===== config.mk =====
export PLATFORM = sky130hd
export DESIGN_NAME = hamming15_serial_tx
export DESIGN_NICKNAME = d
export VERILOG_FILES = /design/src/rtl/hamming15_serial_tx_pkg.sv /design/src/rtl/hamming15_parity.sv /design/src/rtl/hamming15_serial_tx.sv
export SDC_FILE = /design/constraint.sdc
export NUM_CORES = 1
export LEC_CHECK = 0
export ABC_AREA = 1
export CAP_MARGIN = 10
export CORE_MARGIN = 4
export CORE_UTILIZATION = 56
export CTS_CLUSTER_DIAMETER = 150
export DETAILED_ROUTE_END_ITERATION = 6
export HOLD_SLACK_MARGIN = 0.08
export PLACE_DENSITY = 0.83
export SLEW_MARGIN = 40
export SYNTH_ARGS = -nofsm -noshare
export SYNTH_HDL_FRONTEND = slang
export SYNTH_SLANG_ARGS = --single-unit

===== constraint.sdc =====
create_clock -name clock -period 3.35 [get_ports clock]
set_clock_uncertainty 0.15 [all_clocks]
set_input_delay 0.335 -clock clock [delete_from_list [all_inputs] [get_ports clock]]
set_output_delay 0.335 -clock clock [all_outputs]
set_load 0.03 [all_outputs]

===== src/rtl/hamming15_serial_tx_pkg.sv =====
// Shared definitions for the Hamming(15,11) serial transmitter and its
// future receiver/checker: frame length, FSM encodings, and the
// data-to-codeword position mapping.
// Optional feature macro: HAMMING_SECDED_EN appends an overall-parity bit
// as codeword position 16.
package hamming15_serial_tx_pkg;

  // Data and parity widths of the base Hamming(15,11) code
  localparam int DATA_LEN = 11;
  localparam int PAR_LEN  = 4;
  localparam int BASE_LEN = 15;

  // Serialised frame length: 15 positions, or 16 with the overall parity bit
`ifdef HAMMING_SECDED_EN
  localparam int CW_LEN = 16;
`else
  localparam int CW_LEN = 15;
`endif

  // Position counter covers 0..CW_LEN-1; gap counter covers 0..7
  localparam int CNT_W     = 4;
  localparam int GAP_CNT_W = 3;

  // Transmitter FSM encodings
  typedef enum logic [1:0] {
    IDLE  = 2'd0,
    SHIFT = 2'd1,
    GAP   = 2'd2
  } state_t;

  // Codeword position (1-based) carrying d[i]; parity bits own 1, 2, 4, 8
  localparam int DATA_POS [DATA_LEN] = '{3, 5, 6, 7, 9, 10, 11, 12, 13, 14, 15};

  // Data bits covered by each parity bit, index k -> p(2^k).
  // Bit i is set when DATA_POS[i] has bit k set:
  //   p1: d0 d1 d3 d4 d6 d8 d10  p2: d0 d2 d3 d5 d6 d9 d10
  //   p4: d1 d2 d3 d7 d8 d9 d10  p8: d4..d10
  localparam logic [DATA_LEN-1:0] PAR_MASK [PAR_LEN] = '{
    11'h55B,
    11'h66D,
    11'h78E,
    11'h7F0
  };

endpackage


===== src/rtl/hamming15_parity.sv =====
// Combinational Hamming(15,11) encoder: computes the four even-parity bits
// and assembles the 15-bit codeword. codeword[i-1] holds position i.
// Shared with the receiver/checker, so it is independent of the
// HAMMING_SECDED_EN macro; the overall parity bit is added by the caller.
module hamming15_parity
  import hamming15_serial_tx_pkg::*;
(
  input  logic [DATA_LEN-1:0] data,
  output logic [PAR_LEN-1:0]  parity,
  output logic [BASE_LEN-1:0] codeword
);

  // Parity bits: even parity over the data bits they cover, placed at
  // power-of-two positions 1, 2, 4, 8
  for (genvar gi = 0; gi < PAR_LEN; gi++) begin : g_par
    assign parity[gi]                 = ^(data & PAR_MASK[gi]);
    assign codeword[(1 << gi) - 1]    = parity[gi];
  end

  // Data bits fill the remaining non-power-of-two positions in order
  for (genvar gi = 0; gi < DATA_LEN; gi++) begin : g_data
    assign codeword[DATA_POS[gi] - 1] = data[gi];
  end

endmodule


===== src/rtl/hamming15_serial_tx.sv =====
// Hamming(15,11) serial transmitter: accepts an 11-bit word, encodes it and
// shifts the codeword out LSB-first (position 1 first), one bit per clock.
// parity_out holds the parity of the frame in flight until the next accept.
// Optional feature macro: HAMMING_SECDED_EN adds position 16 (overall parity)
// to each frame and exposes it on ser_overall.
module hamming15_serial_tx
  import hamming15_serial_tx_pkg::*;
#(
  parameter int DATA_W     = 11,
  parameter int PAR_W      = 4,
  parameter int GAP_CYCLES = 0
) (
  input  logic              clock,
  input  logic              clear,
  input  logic [DATA_W-1:0] in_data,
  input  logic              in_valid,
  output logic              in_ready,
  output logic              ser_out,
  output logic              ser_valid,
  output logic              ser_first,
  output logic              ser_last,
  output logic [PAR_W-1:0]  parity_out,
  output logic              busy
`ifdef HAMMING_SECDED_EN
  ,
  output logic              ser_overall
`endif
);

  // The code is fixed; reject any other geometry at elaboration
  if (DATA_W != DATA_LEN) begin : g_bad_data_w
    $error("hamming15_serial_tx: DATA_W must be 11");
  end
  if (PAR_W != PAR_LEN) begin : g_bad_par_w
    $error("hamming15_serial_tx: PAR_W must be 4");
  end
  if (GAP_CYCLES < 0 || GAP_CYCLES > 7) begin : g_bad_gap
    $error("hamming15_serial_tx: GAP_CYCLES must be in 0..7");
  end

  localparam bit                   NO_GAP   = (GAP_CYCLES == 0);
  localparam logic [GAP_CNT_W-1:0] GAP_LAST = (GAP_CYCLES > 0) ?
                                              GAP_CNT_W'(GAP_CYCLES - 1) :
                                              '0;
  localparam logic [CNT_W-1:0]     LAST_POS = CNT_W'(CW_LEN - 1);

  state_t               state_reg,  state_next;
  logic [CNT_W-1:0]     cnt_reg,    cnt_next;
  logic [CW_LEN-1:0]    shift_reg,  shift_next;
  logic [GAP_CNT_W-1:0] gap_reg,    gap_next;
  logic [PAR_LEN-1:0]   parity_reg, parity_next;

  logic [PAR_LEN-1:0]   parity_calc;
  logic [BASE_LEN-1:0]  codeword_calc;
  logic [CW_LEN-1:0]    frame_word;
  logic                 last_pos;
  logic                 accept;

  hamming15_parity u_parity (
    .data     (in_data),
    .parity   (parity_calc),
    .codeword (codeword_calc)
  );

`ifdef HAMMING_SECDED_EN
  logic overall_reg, overall_next;
  logic overall_calc;

  // Overall parity makes the whole 16-bit frame even
  assign overall_calc = ^codeword_calc;
  assign frame_word   = {overall_calc, codeword_calc};
  assign ser_overall  = overall_reg;
`else
  assign frame_word   = codeword_calc;
`endif

  // Handshake: the acceptance window is IDLE, plus the final position of a
  // frame when no gap follows, which gives bubble-free back-to-back frames
  assign last_pos = (state_reg == SHIFT) && (cnt_reg == LAST_POS);
  assign in_ready = (state_reg == IDLE) || (last_pos && NO_GAP);
  assign accept   = in_valid && in_ready;

  // Serial outputs decode directly from registered state; ser_out is
  // forced low outside a frame
  assign ser_valid  = (state_reg == SHIFT);
  assign ser_out    = ser_valid && shift_reg[0];
  assign ser_first  = ser_valid && (cnt_reg == '0);
  assign ser_last   = last_pos;
  assign parity_out = parity_reg;
  assign busy       = (state_reg != IDLE);

  // FSM state register
  always_ff @(posedge clock or negedge clear) begin
    if (!clear) begin
      state_reg <= IDLE;
    end else begin
      state_reg <= state_next;
    end
  end

  // Next-state and datapath update; an accept always (re)loads the frame
  always_comb begin
    state_next  = state_reg;
    cnt_next    = cnt_reg;
    shift_next  = shift_reg;
    gap_next    = gap_reg;
    parity_next = parity_reg;

    case (state_reg)
      IDLE: begin
        cnt_next   = '0;
        shift_next = '0;
      end
      SHIFT: begin
        if (!last_pos) begin
          shift_next = shift_reg >> 1;
          cnt_next   = cnt_reg + 1'b1;
        end else begin
          shift_next = '0;
          cnt_next   = '0;
          gap_next   = '0;
          state_next = NO_GAP ? IDLE : GAP;
        end
      end
      GAP: begin
        if (gap_reg == GAP_LAST) begin
          gap_next   = '0;
          state_next = IDLE;
        end else begin
          gap_next = gap_reg + 1'b1;
        end
      end
      default: begin
        state_next = IDLE;
        cnt_next   = '0;
        shift_next = '0;
        gap_next   = '0;
      end
    endcase

    if (accept) begin
      state_next  = SHIFT;
      cnt_next    = '0;
      shift_next  = frame_word;
      parity_next = parity_calc;
    end
  end

  // Datapath registers: position counter, shifter, gap counter, held parity
  always_ff @(posedge clock or negedge clear) begin
    if (!clear) begin
      cnt_reg    <= '0;
      shift_reg  <= '0;
      gap_reg    <= '0;
      parity_reg <= '0;
    end else begin
      cnt_reg    <= cnt_next;
      shift_reg  <= shift_next;
      gap_reg    <= gap_next;
      parity_reg <= parity_next;
    end
  end

`ifdef HAMMING_SECDED_EN
  // Overall parity is held alongside parity_out for the frame in flight
  always_comb begin
    overall_next = overall_reg;
    if (accept) begin
      overall_next = overall_calc;
    end
  end

  // Held overall parity register
  always_ff @(posedge clock or negedge clear) begin
    if (!clear) begin
      overall_reg <= 1'b0;
    end else begin
      overall_reg <= overall_next;
    end
  end
`endif

endmodule


# == Word level (Yosys, flattened, before mapping) ==
# Cells that the tools add are included.
# classes
n_addsub,2
n_mul,0
n_div,0
magnitude_cmp,0
n_eq_ne,8
shift,0
muxes,13
bitwise_logic,1
reduce_logical,15
# op_table
cell,count
$reduce_xor 11->1,4
$pmux 15 s2,1
$mux 15,1
$mux 14,1
$pmux 3 s3,1
$mux 4,2
$pmux 4 s2,1
$mux 2,3
$mux 3,2
$pmux 2 s3,1
$add 4x1->4 const B,1
$eq 4x4->1 const B,1
$logic_and 1x1->1,4
$logic_not 4->1,1
$ne 2x2->1 const B,2
$add 3x1->3 const B,1
$logic_not 3->1,1
$ne 3x1->1 const B,1
$ne 3x3->1 const B,1
$reduce_and 3->1,1
$eq 2x1->1 const B,1
$eq 2x2->1 const B,1
$logic_not 2->1,1
$ne 2x1->1 const B,1
other kinds (4),4
# totals
ff_bits,28
latch_bits,0
mem_bits_rw,0
rom_bits,0
input_bits,14
out_inout_bits,10
wordCells,44
mem_count,0

# == Depth between registers and ports, before layout ==
# Gate-level depths: netlist (run 1).
# logic_depth
depth_word,6
ltp_mapped,10
ltp_nobuf,9

# == Modules after synthesis ==
# A second synthesis (run 1) with hierarchy kept.
# hier_totals
cells_unflattened,209
hier_area_um2,1500.2
# by_module_without_submodules
module,n_inst,cells_each,area_each_um2,seq_area_each_um2
hamming15_serial_tx,1,113,1029.7,600.6
hamming15_parity,1,96,470.5,0.0

# == Least setup slack after synthesis (run 1) ==
# OpenSTA, ideal clock, no wires.
# synth_timing
path_type,register to output
from,register state_reg[0]
to,output ser_first
arrival_time_ps,1340
required_time_ps,2865
path_slack_ps,1525
stages_incl_launch_ff,3
n_path_buf,0
path_cell_list,dfrtp_1 nand2_1 nor3_1
# synth_between
elab_chain_len,2
# synth_rtl
item,line,source
"start, declared",hamming15_serial_tx.sv:47,"state_t state_reg, state_next;"
"start signal, assigned",hamming15_serial_tx.sv:97,state_reg <= state_next;
$eq 2x1->1,hamming15_serial_tx.sv:85,assign ser_valid = (state_reg == SHIFT);
$logic_and 1x1->1,hamming15_serial_tx.sv:87,assign ser_first = ser_valid && (cnt_reg == '0);
"end, declared",hamming15_serial_tx.sv:20,"output logic ser_first,"
# Every way passes these cells.

# == Worst setup path in the final report (run 1) ==
# layout_timing
from,register cnt_reg[0]
to,output ser_last
# layout_between
elab_chain_len,2
# layout_rtl
item,line,source
"start, declared",hamming15_serial_tx.sv:48,"logic [CNT_W-1:0] cnt_reg, cnt_next;"
"start signal, assigned",hamming15_serial_tx.sv:157,cnt_reg <= cnt_next;
$eq 4x4->1,hamming15_serial_tx.sv:79,assign last_pos = (state_reg == SHIFT) && (cnt_reg == LAST_POS);
$logic_and 1x1->1,hamming15_serial_tx.sv:79,
"end, declared",hamming15_serial_tx.sv:21,"output logic ser_last,"
# Every way passes these cells.

==> summary.md, run 1 <==
| Metric | Value |
|---|---|
| Die Wd | 57.5 um |
| Post-CTS sizing | 0 |
| Fin Hold WS | approximately 310 ps |
| Final setup viols | 0 |
| FF/Latch Area | 601 um2 |
| Final design utilization | 0.726 |
| Largest net degree at the start of global routing | 25 |
| RSZ-0062 raised after global routing | no |
| Synth top area cells | dfrtp_1 (44%), nand2_1 (27%), inv_1 (6.6%) |
| Crit path required time | 2860 ps |
| First-pass GRT wire length | 4410 um |
| Max Freq | between 400 and 500 MHz |
| Vias | about 1200 |
| IO Port Bufs | 23 |
| Synth async-reset ratio | 1.00 |
| Yosys top cell by area | dfrtp_1 |
| Antenna diode count | 0 |
| Worst min path class | reg -> reg |
| CP Buf/Inv Count | 2 |
| CTS Buffer Depth | 2 |
| Top-count cell post-synth | nand2_1 |
| Worst Setup End Kind | primary output |
| Syn Inst Count | 194 |
| Post-route cell area | 0.00165 mm2 |
| Nets | 237 |
| Clk_lat worst skew | about 300 ps |
| Max-slew violation count | 0 |
| Synth cell types | 19 |
| Clock Sinks | 24 |
| Worst Path Arrival | slightly below 2000 ps |
| Die Ht | about 57 um |
| I/O pin count | 24 |
| Drt via density | 5.02 |
| Post-DP HPWL | 2150 um |
| Final cell count without fillers | roughly 250 |
| Leak Pwr | 0.963 nW |
| Peak supply drop | 0.429 mV |
| Routed WL per cell | 10.7 um |
| Number of global-route vias before repair | 1116 |
| Remaining antenna violation count | 0 |
| Slew at the pin closest to its max-slew limit | roughly 500 ps |
| Post-synth top area share | 0.438 |
| CP delay by family, top | buffers and inverters |
| Clk slew on worst S/H paths | 120 ps |
| CP Launch Type | flop |
| Sequential fraction of the synthesis area | 0.438 |
| CTS tree | done |
| Routability Congestion | 0.845 |
| Postcts setup bufs | 0 |
| Post-layout power | 1.10 mW |
| TritonCTS buffer count | 3 |
| Period utilization | 0.727 |
| Synth cell count leaders | nand2_1 (98), dfrtp_1 (24), inv_1 (24) |
| Post-synthesis cell area | 0.00137 mm2 |
| Outcome | finished, final reports clean |
| CTS Hold Bufs | 1 |
| Slowest stage cell, crit path | clkdlybuf4s50_1 |
| Fill cells | 185 |
| Drt total wl | 2650 um |
| Area grow syn2layout | 20.6% |
| Cells after DPL | 242 |
| Flip-flop count of the largest register after layout | 15 |
| Period minus WS final | 2440 ps |
| Area of the multi-input gates | around 640 um2 |
| Overall Global Routing Usage | 0.168 |
| Worst Path Class, Setup | reg -> out |
| Avg Inst Size Synth | 7.06 um2 |
| First-iteration detailed-routing DRC count | 34 |
| Yosys warns | 0 |
| Max-Cap Viols | 0 |
| DRC errors left | 0 |
| Number of synthesized flops with an enable pin | 0 |
| Power density over the cells | between 600 and 700 mW/mm2 |
| Crit-path cells | inv_1 > ha_1 > nand3_2 > nor2_1 > clkdlybuf4s50_1 |
| Die Area | 0.00330 mm2 |
| First-pass DRT Iterations | 5 |
| Critical path fanouts, max | 4 |
| Placement Setup Slack | roughly 1300 ps |
| Syn_nets | roughly 210 |
| Share of layout cells above drive strength 1 | 0.0731 |
| H-tree Lvls | 1 |
| Root buf cell | clkbuf_4 |
| Starting Density | 0.602 |
| Core area | 0.00228 mm2 |
| Initial antenna violation count | 0 |
| Row count | 17 |
| Final hold vios | 0 |
| Crit-path max cell delay | 690 ps |
| Slew HR | 0.660 |
| Overflow after GRT | 0 |
| Post-synthesis register bit count | 24 |
| Final Worst Setup Slack | just over 900 ps |
| Post-synth top flop | dfrtp_1 |
| TNS Setup | 0 ps |
| DP Area | ~0.0016 mm2 |
==> cell families (layout without fill, tap and decap cells) <==
family	after synthesis	after routing	share of synthesized area
xor gates and xnor gates	1	1	0.00639
buffers and inverters	29	54	0.0922
DFF	24	24	0.438
AOI/OAI and AO/OA	12	12	0.0575
and+or+nand+nor	125	125	0.378
adders and majority gates	3	3	0.0274
==> final timing paths <==
path,startpoint,end,slack [ps],cells past startpoint
max in group asynchronous,clear,state_reg[0]$_DFFE_PN0P_,2340,2
hold / removal,shift_reg[4]$_DFF_PN0_,shift_reg[3]$_DFF_PN0_,310,2
hold reg to reg,shift_reg[4]$_DFF_PN0_,shift_reg[3]$_DFF_PN0_,310,2
min in group asynchronous,clear,cnt_reg[2]$_DFF_PN0_,370,2
setup reg to reg,cnt_reg[0]$_DFF_PN0_,parity_out[0]$_DFFE_PN0P_,1680,9
setup / recovery,cnt_reg[0]$_DFF_PN0_,ser_last,910,5
==> cell type report <==
cell class / instances / share of cell area
tap: 28 / 0.0212
sequential: 24 / 0.363
inverter: 26 / 0.0621
multi-input combinational: 141 / 0.389
clock buffer: 4 / 0.0220
timing repair buffer: 24 / 0.142
==> layer usage <==
| layer | global-route usage | vias up | share of wire |
|---|---|---|---|
| li1 | - | 639 | - |
| met1 | 0.210 | 553 | 0.45 |
| met2 | 0.279 | 40 | 0.47 |
| met3 | 0.0158 | 8 | 0.047 |
| met4 | 0.103 | 0 | 0.028 |
| met5 | 0 | - | 0 |
==> worst min-delay path, stage by stage, from the launching register on <==
cell,delay (ps)
dfrtp_1,340
nand2_1,50
nand2_1,50
==> where the power goes <==
group	total (mW)	switching, mW	internal, mW
sequential	0.464	0.0630	0.401
combinational	0.494	0.298	0.196
clock	0.145	0.0787	0.0663
==> placed cells by master, fill, tap and decap left out, drive strengths merged <==
master and n:
inv 26, dfrtp 24, xnor2 1, dlygate4sd3 1
nand2 99, ha 3, nor2 12, nand3 13
nor3 1, clkdlybuf4s50 22, o21ai 11, clkbuf 4
a21oi 1, buf 1
Power figures use the tool's default switching activity.
==> run 2: changes to the inputs <==
Settings changed: CORE_UTILIZATION 56 to 47, PLACE_DENSITY 0.83 to 0.74.
Clock period 3.35 ns to 2 ns, I/O delays scaled along.
==> summary.md, run 2 (synthesis results as in run 1) <==
| Metric | Value |
|---|---|
| Clk slew on worst S/H paths | between 100 and 150 ps |
| Slew HR | 0.786 |
| Net Sw Frac | 0.401 |
| Reg2reg path depth | 9 |
| Final Worst Setup Slack | 147 ps |
| Worst Path Class, Setup | reg -> out |
| Worst Path Arrival | roughly 1500 ps |
| Crit-path cells | clkdlybuf4s50_1 |
| P_sw | 731 uW |
| Clk pwr share | 0.136 |
| Flop pwr share | 0.425 |
| Clock Sinks | 24 |
| Leak Pwr | 0.982 nW |
| Power density over the cells | 1110 mW/mm2 |
| TritonCTS buffer count | 3 |
| Peak supply drop | 0.776 mV |
| Commonest non-fill, non-tap cells in the layout | nand2_1 (98), inv_1 (24), dfrtp_1 (24) |
| Clk_lat worst skew | a little over 300 ps |
| CP Buf/Inv Count | 1 |
| Largest net degree at the start of global routing | 25 |
| WP depth | 1 |
| Die Ht | 62.0 um |
| Drt total wl | 2670 um |
| Crit-path max cell delay | 710 ps |
| Final design utilization | 0.592 |
| Crit path required time | 1650 ps |
| CP Launch Type | flop |
| Max Freq | between 500 and 600 MHz |
| Period minus WS final | 1850 ps |
| Initial antenna violation count | 0 |
| Area grow syn2layout | 20.2% |
| First-pass GRT wire length | 4620 um |
| Routed WL per cell | 10.7 um |
| Slew at the pin closest to its max-slew limit | 321 ps |
| Slowest stage cell, crit path | clkdlybuf4s50_1 |
| Routability Congestion | 0.810 |
| Root buf cell | clkbuf_4 |
| Worst Setup End Kind | primary output |
| IO Port Bufs | 23 |
| Worst min path class | in -> async |
| First-pass DRT Iterations | 4 |
| Remaining antenna violation count | 0 |
| Number of global-route vias before repair | between 1000 and 1500 |
| CTS tree | done |
| Overflow after GRT | 0 |
| Post-route cell area | 0.00165 mm2 |
| Pint | around 1.1 mW |
| DP Area | 0.00162 mm2 |
| Most common cell after layout, fill and taps aside | nand2_1 |
| Antenna diode count | 0 |
| Die Wd | between 60 and 70 um |
| Gate power share | 0.440 |
| Max-Cap Viols | 0 |
| Outcome | finished, final reports clean |
| First-iteration detailed-routing DRC count | 46 |
| Drt via density | a little under 5 |
| I/O pin count | 24 |
| H-tree Lvls | 1 |
| DRC errors left | 0 |
| Final setup viols | 0 |
| Flip-flop count of the largest register after layout | 15 |
| CTS Buffer Depth | 2 |
| RSZ-0062 raised after global routing | no |
| Post-layout power | around 1.8 mW |
| Starting Density | 0.493 |
| Period utilization | 0.927 |
| Placement Setup Slack | 88.6 ps |
| CP delay by family, top | buffers and inverters |
| TNS Setup | 0 ps |
| Max-slew violation count | 0 |
| Share of layout cells above drive strength 1 | 0.0868 |
| Row count | 19 |
| Overall Global Routing Usage | 0.160 |
| Core area | around 0.0028 mm2 |
| Nets | 237 |
| Die Area | 0.00384 mm2 |
| Critical path fanouts, max | 6 |
| Final hold vios | 0 |
| Vias | 1204 |
| Post-DP HPWL | 2170 um |
run 2: changes by cell type in the layout (fill, tap and decap cells not counted), sizes merged:
cell / delta
dlygate4sd3: -1
clkbuf: +3
dlymetal6s2s: +1
clkdlybuf4s50: -3
run 2: repair_timing:
item                                    CTS  global route
hold buffers                              0             0
resized for setup                         4             7
pin swaps                                 0             0
buffers inserted                          0             0
endpoints found under the setup margin    3             4
run 2: final cells by class:
cell class	instances	area, um2
Tap cell	31	38.8
Fill cell	275	1130
Sequential cell	24	601
Multi-Input combinational cell	141	643
Inverter	26	103
Timing Repair Buffer	24	225
Clock buffer	4	36.3
run 2: power groups by stage:
stage | clock (mW) | sequential (mW) | combinational, mW
2_1_floorplan | 0 | 0.851 | 0.482
3_3_place_gp | 0 | 0.774 | 0.803
3_5_place_dp | 0 | 0.784 | 0.832
4_1_cts | 0.256 | 0.775 | 0.821
5_1_grt | 0.277 | 0.796 | 0.898
6_report | 0.247 | 0.774 | 0.801
run 2: layer usage:
layer	part of all wire	GRT usage	vias up
met4	0.018	0.0636	0
met5	0	0	-
met1	0.48	0.209	532
met2	0.46	0.272	33
li1	-	-	634
met3	0.040	0.0145	5
run 2: worst reg2reg max path: cells and delay by family, from the launching register on:
kind                     cells  cell delay (ps)
AND/OR/NAND/NOR              5              510
buffers and inverters        3              290
adder cells (fa/ha/maj)      1              170
flip-flops                   1              430
run 2: final timing paths:
kind | endpoint | from | slack, ps
max | busy | state_reg[0]$_DFFE_PN0P_ | 150
min | cnt_reg[2]$_DFF_PN0_ | clear | 80
max reg2reg | parity_out[2]$_DFFE_PN0P_ | cnt_reg[0]$_DFF_PN0_ | 360
min reg2reg | shift_reg[3]$_DFF_PN0_ | shift_reg[4]$_DFF_PN0_ | 320
max in group asynchronous | parity_out[2]$_DFFE_PN0P_ | clear | 1400
min in group clock | shift_reg[3]$_DFF_PN0_ | shift_reg[4]$_DFF_PN0_ | 320
run 2: stage by stage:
step           cells  hold slack, ps
2_1_floorplan    194            -246
3_3_place_gp     246             286
3_5_place_dp     246             290
4_1_cts          250            86.3
5_1_grt          250            88.6
6_report         250            79.8
==> RTL change: new RTL, config.mk and constraints of run 2 <==
Take the reset off `shift_reg` and load it in a clocked block of its own.
--- a/src/rtl/hamming15_serial_tx.sv
+++ b/src/rtl/hamming15_serial_tx.sv
@@ -150,15 +150,17 @@
   always_ff @(posedge clock or negedge clear) begin
     if (!clear) begin
       cnt_reg    <= '0;
-      shift_reg  <= '0;
       gap_reg    <= '0;
       parity_reg <= '0;
     end else begin
       cnt_reg    <= cnt_next;
-      shift_reg  <= shift_next;
       gap_reg    <= gap_next;
       parity_reg <= parity_next;
     end
+  end
+
+  always_ff @(posedge clock) begin
+    shift_reg <= shift_next;
   end
 
 `ifdef HAMMING_SECDED_EN
Behaviour: same outputs for any inputs over 10 cycles, from zero or initial values; that may be too few to reach the edited logic, so the function may still have changed.
==> RTL change against run 2 <==
- cell area fell by 4.5%
- wire length is 5.1% lower
- area after synthesis fell by 5.5%
- worst setup slack better by 0.00098 ns
- count of clock-buffer cells in the layout stayed put
- total power fell by 0.35%
- first-iteration DRC count down 35%
- sequential cell count unchanged
- largest cell class unchanged
==> RTL change: results (changes against run 2) <==
- Tot GR Track Use: 16.0% (-0.038 points)
- Peak VDD IR: 0.000823 V (+6.1%)
- Leak pwr: 0.901 nW (-8.2%)
- Met2 GRT Util: 29.3% (+2.1 points)
- Post-synthesis xor/xnor area fraction: 0.676% (+0.037 points)
- Status: complete, no violations
- DRT Pass-1 Iters: 4 (unchanged)
- Sequential-to-total area share from yosys stat: 40.6% (-3.3 points)
- Clock root buffer: clkbuf_4
- Via count: 1185 (-1.6%)
- Total CTS buffers: 3 (unchanged)
- Avg WL per Cell: 10.2 um (-4.7%)
- WHS Path Cells: 2
- Ys Warns: 0 (unchanged)
- Drt first-iter violations: 30 (-35%)
- Worst slew margin: 72.5% (-6.0 points)
- Largest net degree at the start of global routing: 17 (-32%)
- Met3 wire length: 124 um (+16%)
- Vias in the first global route: 1133 (+0.62%)
- Reg-to-Reg Start: cnt_reg[0]
- Compound-cell area share of the yosys netlist: 6.09% (+0.33 points)
- Reg2Reg Setup Slack: 0.33 ns (-0.03 ns)
- Final GP Congestion: 0.814 (+0.41%)
- # nets final: 237 (unchanged)
- R2R Path End: shift_reg[8]
- Post-synth top cells: 98 x nand2_1, 24 x inv_1, 15 x dfxtp_1
- Synth async-reset ratio: 37.5% (-63 points)
- Port bufs: 23 (unchanged)
- Grt met1 use: 19.6% (-1.3 points)
- Post-place setup slack: 0.0584 ns (-0.0302 ns)
- # diodes: 0 (unchanged)
- Area contributors post-synth: nand2_1 28%, dfxtp_1 23%, dfrtp_1 17%
- WL met1: 1.24 mm (-3.7%)
- Share of post-route cells with drive strength above 1: 8.22% (-0.46 points)
- Synth Area in Adders: 2.90% (+0.16 points)
- Cts hold-fix bufs: 1 (+1)
- Setup Buffers After CTS: 0 (unchanged)
- First-pass GRT wire length: 4.51 mm (-2.4%)
- Reg2Reg Depth: 8 (-1)
- Met2 WL: 1.13 mm (-8.0%)
- Depth of the CTS H-tree: 1 (unchanged)
- Initial antenna violation count: 0 (unchanged)
- Post-synthesis cell type count: 20 (+1)
- Met3 usage: 1.28% (-0.17 points)
- Hold EP: shift_reg[0]
- Post-synthesis mux area share: 0% (unchanged)
- Slowest-stage cell, CP: clkdlybuf4s50_1
- HPWL after detailed placement: 2.09 mm (-3.7%)
- Max reg flops: 15 (unchanged)
- Min-Delay Path Class: flop to flop
- Ys flop type: dfxtp_1
-- RTL change: changes by cell type after synthesis, sizes merged --
cell and change:
dfrtp -15, dfxtp +15
-- RTL change: how the worst max path moves through the flow --
stage,startpoint,endpoint,slack [ns]
after floorplan,state_reg[0],ser_first,0.31
after global placement,cnt_reg[0],in_ready,0.14
after detailed placement,cnt_reg[0],in_ready,0.06
after CTS,cnt_reg[0],in_ready,0.004
after global routing,cnt_reg[0],ser_first,0.02
final,state_reg[0],busy,0.15
-- RTL change: power breakdown --
| group | internal (mW) | switching [mW] |
|---|---|---|
| sequential | 0.672 | 0.103 |
| clock | 0.111 | 0.135 |
| combinational | 0.309 | 0.486 |
-- RTL change: area by class of cell --
class	count	area [sq um]
well taps	30	37.5
clock buffers	4	36.3
inverters	26	103
flip-flops and latches	24	526
fillers	248	972
multi-input cells	141	643
repair buffers	24	228
-- RTL change: per-stage QoR --
step | cells | instance area [sq um] | hold slack [ns] | utilization, %
global placement | 244 | 1540 | 0.261 | 60.5
finish | 249 | 1570 | 0.299 | 61.8
CTS | 249 | 1580 | 0.299 | 62.2
floorplan | 194 | 1290 | -0.246 | -
global route | 249 | 1570 | 0.321 | 61.8
detailed placement | 244 | 1540 | 0.272 | 60.5
-- RTL change: worst reg2reg max path, delay by kind of cell, from the launching register on --
family                     cells  cell delay, ns
adders and majority gates      1            0.22
buffers and inverters          3            0.43
AOI/OAI and AO/OA              1            0.10
DFF                            1            0.42
and+or+nand+nor                3            0.24
-- RTL change: cell families (layout without fill, tap and decap cells) --
kind of cell	Yosys count	in the layout
and+or+nand+nor	125	125
buffers and inverters	29	54
DFF	24	24
AOI/OAI and AO/OA	12	12
adders and majority gates	3	3
xor gates and xnor gates	1	1
